## src/rtl/m_dram_axi_master.sv

```systemverilog
// ----------------------------------------------------------------------------
// m_dram_axi_master
//
// Single-outstanding AXI4 master that sits between the core memory port and
// the MIG AXI slave, entirely in the MIG user clock domain. Each accepted
// request becomes exactly one single-beat AXI4 transaction (write: AW+W then B,
// read: AR then R). Completion is reported on a one-cycle rsp_valid strobe.
// No request is accepted before DRAM calibration has completed.
//
// Optional feature: define DRAM_RESP_CHECK_EN to enable the sticky err flag
// (non-OKAY bresp/rresp or a read beat without rlast). Without the macro err
// is tied low and the response/last fields are ignored.
//
// Ports
//   ui_clk, ui_rst          clock, synchronous active-high reset
//   init_calib_complete     MIG calibration done; gates req_ready only
//   req_*                   request channel (valid/ready, we, addr, wdata, wstrb)
//   rsp_valid, rsp_rdata    one-cycle completion strobe and read data
//   err                     sticky response error (DRAM_RESP_CHECK_EN only)
//   s_axi_aw*/w*/b*         AXI4 write address / data / response channels
//   s_axi_ar*/r*            AXI4 read address / data channels
// ----------------------------------------------------------------------------
module m_dram_axi_master #(
    parameter int         APP_ADDR_WIDTH = 28,
    parameter int         APP_DATA_WIDTH = 128,
    parameter int         APP_MASK_WIDTH = 16,
    parameter logic [3:0] AXI_ID         = 4'd0
) (
    input  logic                      ui_clk,
    input  logic                      ui_rst,
    input  logic                      init_calib_complete,

    input  logic                      req_valid,
    output logic                      req_ready,
    input  logic                      req_we,
    input  logic [APP_ADDR_WIDTH-1:0] req_addr,
    input  logic [APP_DATA_WIDTH-1:0] req_wdata,
    input  logic [APP_MASK_WIDTH-1:0] req_wstrb,

    output logic                      rsp_valid,
    output logic [APP_DATA_WIDTH-1:0] rsp_rdata,
    output logic                      err,

    output logic [3:0]                s_axi_awid,
    output logic [APP_ADDR_WIDTH-1:0] s_axi_awaddr,
    output logic [7:0]                s_axi_awlen,
    output logic [2:0]                s_axi_awsize,
    output logic [1:0]                s_axi_awburst,
    output logic                      s_axi_awlock,
    output logic [3:0]                s_axi_awcache,
    output logic [2:0]                s_axi_awprot,
    output logic [3:0]                s_axi_awqos,
    output logic                      s_axi_awvalid,
    input  logic                      s_axi_awready,

    output logic [APP_DATA_WIDTH-1:0] s_axi_wdata,
    output logic [APP_MASK_WIDTH-1:0] s_axi_wstrb,
    output logic                      s_axi_wlast,
    output logic                      s_axi_wvalid,
    input  logic                      s_axi_wready,

    input  logic [3:0]                s_axi_bid,
    input  logic [1:0]                s_axi_bresp,
    input  logic                      s_axi_bvalid,
    output logic                      s_axi_bready,

    output logic [3:0]                s_axi_arid,
    output logic [APP_ADDR_WIDTH-1:0] s_axi_araddr,
    output logic [7:0]                s_axi_arlen,
    output logic [2:0]                s_axi_arsize,
    output logic [1:0]                s_axi_arburst,
    output logic                      s_axi_arlock,
    output logic [3:0]                s_axi_arcache,
    output logic [2:0]                s_axi_arprot,
    output logic [3:0]                s_axi_arqos,
    output logic                      s_axi_arvalid,
    input  logic                      s_axi_arready,

    input  logic [3:0]                s_axi_rid,
    input  logic [APP_DATA_WIDTH-1:0] s_axi_rdata,
    input  logic [1:0]                s_axi_rresp,
    input  logic                      s_axi_rlast,
    input  logic                      s_axi_rvalid,
    output logic                      s_axi_rready
);

    typedef enum logic [2:0] {
        ST_IDLE,
        ST_WR,
        ST_WR_B,
        ST_RD_AR,
        ST_RD_R
    } state_t;

    state_t                    state_reg;
    logic [APP_ADDR_WIDTH-1:0] addr_reg;
    logic [APP_DATA_WIDTH-1:0] wdata_reg;
    logic [APP_MASK_WIDTH-1:0] wstrb_reg;
    logic [APP_DATA_WIDTH-1:0] rsp_rdata_reg;
    logic                      awvalid_reg;
    logic                      wvalid_reg;
    logic                      bready_reg;
    logic                      arvalid_reg;
    logic                      rready_reg;
    logic                      rsp_valid_reg;

    // A channel counts as done once its valid has already been retired, or
    // when its handshake lands this cycle. awvalid/wvalid are raised together
    // on accept, so a low valid inside ST_WR means that beat already went out.
    logic aw_done;
    logic w_done;
    assign aw_done = !awvalid_reg || s_axi_awready;
    assign w_done  = !wvalid_reg  || s_axi_wready;

    // The only combinational output. Held low while the completion strobe is
    // out so the core never sees accept and response in the same cycle.
    assign req_ready = (state_reg == ST_IDLE) && !rsp_valid_reg &&
                       init_calib_complete && !ui_rst;

    // Fixed single-beat, 16-byte, INCR, modifiable/bufferable attributes.
    assign s_axi_awid    = AXI_ID;
    assign s_axi_awaddr  = addr_reg;
    assign s_axi_awlen   = 8'd0;
    assign s_axi_awsize  = 3'b100;
    assign s_axi_awburst = 2'b01;
    assign s_axi_awlock  = 1'b0;
    assign s_axi_awcache = 4'b0011;
    assign s_axi_awprot  = 3'b000;
    assign s_axi_awqos   = 4'd0;
    assign s_axi_awvalid = awvalid_reg;

    assign s_axi_wdata   = wdata_reg;
    assign s_axi_wstrb   = wstrb_reg;
    assign s_axi_wlast   = 1'b1;
    assign s_axi_wvalid  = wvalid_reg;

    assign s_axi_bready  = bready_reg;

    assign s_axi_arid    = AXI_ID;
    assign s_axi_araddr  = addr_reg;
    assign s_axi_arlen   = 8'd0;
    assign s_axi_arsize  = 3'b100;
    assign s_axi_arburst = 2'b01;
    assign s_axi_arlock  = 1'b0;
    assign s_axi_arcache = 4'b0011;
    assign s_axi_arprot  = 3'b000;
    assign s_axi_arqos   = 4'd0;
    assign s_axi_arvalid = arvalid_reg;

    assign s_axi_rready  = rready_reg;

    assign rsp_valid     = rsp_valid_reg;
    assign rsp_rdata     = rsp_rdata_reg;

    always_ff @(posedge ui_clk) begin
        if (ui_rst) begin
            state_reg     <= ST_IDLE;
            addr_reg      <= '0;
            wdata_reg     <= '0;
            wstrb_reg     <= '0;
            rsp_rdata_reg <= '0;
            awvalid_reg   <= 1'b0;
            wvalid_reg    <= 1'b0;
            bready_reg    <= 1'b0;
            arvalid_reg   <= 1'b0;
            rready_reg    <= 1'b0;
            rsp_valid_reg <= 1'b0;
        end else begin
            rsp_valid_reg <= 1'b0;
            case (state_reg)
                ST_IDLE: begin
                    if (req_valid && req_ready) begin
                        // Beats are 16 bytes; the low nibble is never sent.
                        addr_reg <= {req_addr[APP_ADDR_WIDTH-1:4], 4'b0000};
                        if (req_we) begin
                            wdata_reg   <= req_wdata;
                            wstrb_reg   <= req_wstrb;
                            awvalid_reg <= 1'b1;
                            wvalid_reg  <= 1'b1;
                            state_reg   <= ST_WR;
                        end else begin
                            arvalid_reg <= 1'b1;
                            state_reg   <= ST_RD_AR;
                        end
                    end
                end
                ST_WR: begin
                    if (s_axi_awready) begin
                        awvalid_reg <= 1'b0;
                    end
                    if (s_axi_wready) begin
                        wvalid_reg <= 1'b0;
                    end
                    if (aw_done && w_done) begin
                        bready_reg <= 1'b1;
                        state_reg  <= ST_WR_B;
                    end
                end
                ST_WR_B: begin
                    if (s_axi_bvalid) begin
                        bready_reg    <= 1'b0;
                        rsp_valid_reg <= 1'b1;
                        state_reg     <= ST_IDLE;
                    end
                end
                ST_RD_AR: begin
                    if (s_axi_arready) begin
                        arvalid_reg <= 1'b0;
                        rready_reg  <= 1'b1;
                        state_reg   <= ST_RD_R;
                    end
                end
                ST_RD_R: begin
                    if (s_axi_rvalid) begin
                        rready_reg    <= 1'b0;
                        rsp_rdata_reg <= s_axi_rdata;
                        rsp_valid_reg <= 1'b1;
                        state_reg     <= ST_IDLE;
                    end
                end
                default: begin
                    state_reg <= ST_IDLE;
                end
            endcase
        end
    end

`ifdef DRAM_RESP_CHECK_EN
    // bready/rready are held high for the whole of their states, so a valid
    // seen in that state is the handshake.
    logic err_reg;
    always_ff @(posedge ui_clk) begin
        if (ui_rst) begin
            err_reg <= 1'b0;
        end else if ((state_reg == ST_WR_B && s_axi_bvalid && s_axi_bresp != 2'b00) ||
                     (state_reg == ST_RD_R && s_axi_rvalid &&
                      (s_axi_rresp != 2'b00 || !s_axi_rlast))) begin
            err_reg <= 1'b1;
        end
    end
    assign err = err_reg;

    logic unused_ok;
    assign unused_ok = ^{req_addr[3:0], s_axi_bid, s_axi_rid};
`else
    assign err = 1'b0;

    logic unused_ok;
    assign unused_ok = ^{req_addr[3:0], s_axi_bid, s_axi_rid,
                         s_axi_bresp, s_axi_rresp, s_axi_rlast};
`endif

endmodule
```

## config.mk

```make
export PLATFORM = sky130hd
export DESIGN_NAME = m_dram_axi_master
export DESIGN_NICKNAME = d
export VERILOG_FILES = /design/src/rtl/m_dram_axi_master.sv
export SDC_FILE = /design/constraint.sdc
export NUM_CORES = 1
export LEC_CHECK = 0
export BUFFER_PORTS_ARGS = -buffer_cell sky130_fd_sc_hd__buf_2
export CAP_MARGIN = 10
export CORE_AREA = 4 4 280 282
export CTS_BUF_LIST = sky130_fd_sc_hd__clkbuf_8
export CTS_CLUSTER_DIAMETER = 200
export DETAILED_ROUTE_END_ITERATION = 8
export DIE_AREA = 0 0 284 286
export GPL_ROUTABILITY_DRIVEN = 0
export GPL_TIMING_DRIVEN = 0
export PLACE_DENSITY_LB_ADDON = 0.15
export SLEW_MARGIN = 20
export SYNTH_ARGS = -nofsm -noshare
export SYNTH_HDL_FRONTEND = slang
export SYNTH_SLANG_ARGS = --single-unit
```

## constraint.sdc

```tcl
create_clock -name ui_clk -period 5.1 [get_ports ui_clk]
set_input_delay 0.51 -clock ui_clk [delete_from_list [all_inputs] [get_ports ui_clk]]
set_output_delay 0.51 -clock ui_clk [all_outputs]
set_load 0.03 [all_outputs]
```

==> results summary <==
The area growth from synthesis to layout is 56.71%. The switching part of the total power is 0.2738. The share of final-layout standard cells stronger than drive strength 1 came out at 0.3711. The arrival time of the worst setup path is around 3300 ps. The net total in the final layout is approximately 2600. The number of endpoints with negative hold slack in the final report came out at 0. Leaving out fill and tap cells, the most frequent cells in the layout are sky130_fd_sc_hd__buf_2 (653), sky130_fd_sc_hd__nand2_1 (594), sky130_fd_sc_hd__dfxtp_1 (305), sky130_fd_sc_hd__a21oi_1 (300), sky130_fd_sc_hd__buf_4 (94).

The finished cells cover ~18000 sq um. The post-route DRC violation count came out at 0. The count of boundary I/O pins came out at just over 700. By startpoint and endpoint, the worst setup path is classified as reg -> reg.

The TritonCTS sink count came out at around 310. The number of instances resized during post-cts repair is 0. Traced cell by cell, the critical path runs through clkbuf_1, nor3_1, nand4_1, buf_2, buf_6, nand2_1, a21oi_1. The leftover overflow at the end of global routing is 0. The initial cell density of the core is 0.1506. The latest clock arrival within the worst-skew pair came out at 660 ps. The ratio of routed vias to standard cells is 3.761. The setup violation total in the final timing report is 0. The power density normalized to cell area is ~310 nW/um^2. The wire-length estimate of the detail-placed layout is 45390 um.

The average size of a mapped cell is between 7 and 8 sq um. The critical path's largest stage delay came out at approximately 820 ps. The total iterations of the first detailed-routing run came out at 5. The slew at the pin with the worst max-slew slack came out at between 900 and 1000 ps. The worst setup path is launched from a flip-flop.

The die height is between 200 and 300 um. The number of antenna violations at the first check in global routing was 16. TritonCTS built the clock tree. The count of flip-flops with a built-in enable after synthesis came out at 0. The cell area after technology mapping came out at ~11000 sq um. In this run the horizontal extent of the chip is 284 um.

The number of DRC markers after the initial detailed-route iteration came out at 392. Static timing analysis puts the maximum clock frequency at about 360 MHz. The distinct cell type count of the synthesized netlist came out at 31. The area of the die came out at just over 80000 sq um. The via count of the first global-routing pass came out at about 13000.

The part of the total power dissipated in the clock network is 0.456. The share of synthesized registers carrying an async set or reset came out at 0. The maximum level of the CTS H-tree is 2. Leaving out fill and tap cells, the most frequent cell in the layout is sky130_fd_sc_hd__buf_2. The clock-pin transition on the worst setup and hold timing paths came out at 70 ps. The number of storage elements in the synthesis netlist is between 300 and 400. The family of cells with the greatest summed delay on the critical path is simple AND/OR/NAND/NOR gates.

Of the total power, combinational logic draws 0.105. The run finished with clean final reports. Setup repair after global routing left no endpoint under its margin. The analysis attributes to cell leakage a power of 0.008169 uW.

The critical path data required time came out at about 5600 ps. The overall routing resource usage is 0.1340. The accumulated negative setup slack is 0 ps. The count of pins over their slew limit is 0.

The most used flip-flop cell after synthesis is sky130_fd_sc_hd__dfxtp_1. The clock skew came out at just under 30 ps. The floorplan has between 100 and 150 rows. The analysis attributes to net switching a power of 1520 uW. The core area came out at approximately 76000 sq um.

The sequential group share of total power came out at 0.439. The total wirelength of the detailed-routed design came out at approximately 57000 um. The number of setup buffers added after CTS came out at 0. The synthesized netlist cell count is roughly 1400.

The port buffer count came out at between 600 and 700. STA classifies the critical path endpoint as a flip-flop. Yosys attributes the largest share of cell area to sky130_fd_sc_hd__dfxtp_1 (54%), sky130_fd_sc_hd__nand2_1 (20%), sky130_fd_sc_hd__a21oi_1 (13%), sky130_fd_sc_hd__buf_4 (6.2%), sky130_fd_sc_hd__buf_6 (2.0%). The largest net degree at the start of global routing came out at 19. The fraction of the cycle the final worst path needs is 0.5379. The max-capacitance violation count came out at 0. The tightest min-delay check is of the in -> reg type. The worst pin sits at a relative slew slack of 0.3490. The number of synthesis warnings came out at 0. The first-pass GRT wire length is 82050 um. The peak ir drop on the vdd network came out at between 0.15 and 0.2 mV.

The portion of synthesized cell area occupied by the leading cell type is 0.5355. The top fanout value on the critical path is 10. The sequential element share of the synthesized area came out at 0.5355.

The post-detailed-route count of antenna-violating nets came out at 0. The placed instances occupy a cell area of between 15000 and 20000 sq um. The largest individual stage delay along the critical path comes from the cell sky130_fd_sc_hd__nand4_1. The worst-case clock buffer depth is 3. The cell-internal power came out at just over 4000 uW. The cell at the root of the clock tree is sky130_fd_sc_hd__clkbuf_8. The total CTS buffers came out at between 60 and 70. In the final routed layout, each cell accounts on average for 17.49 um. For the finished layout, the period the worst path requires is around 2700 ps. The total power draw is 5549 uW. The buffer and inverter count on the worst path is 3. The largest area contributor in the netlist is sky130_fd_sc_hd__dfxtp_1. The total via count after detailed routing came out at roughly 12000.
-- layout make-up --
cell class                 instances  area, sq um
timing repair buffer             693         3779
sequential                       305         6106
tap                              978         1224
multi-input combinational       1003         4278
inverter                           4        15.01
buffer                           192         1251
clock inverter                    35        251.5
fill                            8595        57830
clock buffer                      69        949.7
antenna                            6        15.01
-- power groups by stage --
| stage | Clock, uW | Combinational, uW | Sequential [uW] |
|---|---|---|---|
| floorplan | 0 | 245 | 2550 |
| global placement | 0 | 549 | 2490 |
| detailed placement | 0 | 550 | 2490 |
| CTS | 2680 | 592 | 2440 |
| global route | 2770 | 633 | 2440 |
| finish | 2530 | 581 | 2440 |
-- cells in the mapped netlist, drive strengths merged (2+ instances only) --
| cell | number |
|---|---|
| nand2 | 594 |
| dfxtp | 305 |
| a21oi | 300 |
| buf | 141 |
| clkbuf | 51 |
| nor2 | 6 |
| nor3 | 6 |
| a211oi | 5 |
| inv | 4 |
| nand3 | 4 |
| nand3b | 3 |
| a31oi | 2 |
| conb | 2 |
| or4b | 2 |
-- layer usage --
| layer | track usage | routed length (um) | up-vias |
|---|---|---|---|
| li1 | - | - | 6124 |
| met1 | 0.1407 | 20990 | 5637 |
| met2 | 0.2445 | 28950 | 480 |
| met3 | 0.05705 | 6028 | 98 |
| met4 | 0.03812 | 1381 | 16 |
| met5 | 0 | 95 | - |
-- per-stage QoR --
step,std cells,hold WS [ps],setup slack [ps],util
floorplan,1504,569.2,3097,-
CTS,3279,0.06745,2162,0.2359
global placement,3113,440.1,1708,0.2118
global route,3280,22.61,2031,0.2359
finish,3285,90.05,2357,0.2361
detailed placement,3113,443.2,1748,0.2118
-- tightest hold or removal path, stage by stage --
cell and delay (ps):
sky130_fd_sc_hd__buf_2 100, sky130_fd_sc_hd__nand2_1 40, sky130_fd_sc_hd__a21oi_1 50
-- logic make-up (layout without fill, tap and decap cells) --
family / count (synthesis) / in the layout / synth area share
and+or+nand+nor: 624 / 624 / 0.2139
buffers and inverters: 196 / 993 / 0.1111
other: 2 / 74 / 0.0006586
AOI/OAI and AO/OA: 311 / 311 / 0.1389
DFF: 305 / 305 / 0.5355
-- repair_timing --
action	CTS	global route
hold buffers	62	0
endpoints found under the setup margin	0	0
endpoints found under the hold margin	62	0
-- path summary, 6_finish.rpt --
kind,cells after the start,end,start,slack (ps)
worst max register to register,7,s_axi_wdata[19]$_SDFFE_PP0P_,state_reg[1]$_SDFFE_PP0P_,2360
worst min register to register,2,s_axi_wdata[2]$_SDFFE_PP0P_,s_axi_wdata[2]$_SDFFE_PP0P_,450
worst min-delay path,3,rsp_rdata[102]$_SDFFE_PP0P_,s_axi_rdata[102],90
worst max-delay path,7,s_axi_wdata[19]$_SDFFE_PP0P_,state_reg[1]$_SDFFE_PP0P_,2360
(Power assumes the default switching activity.)
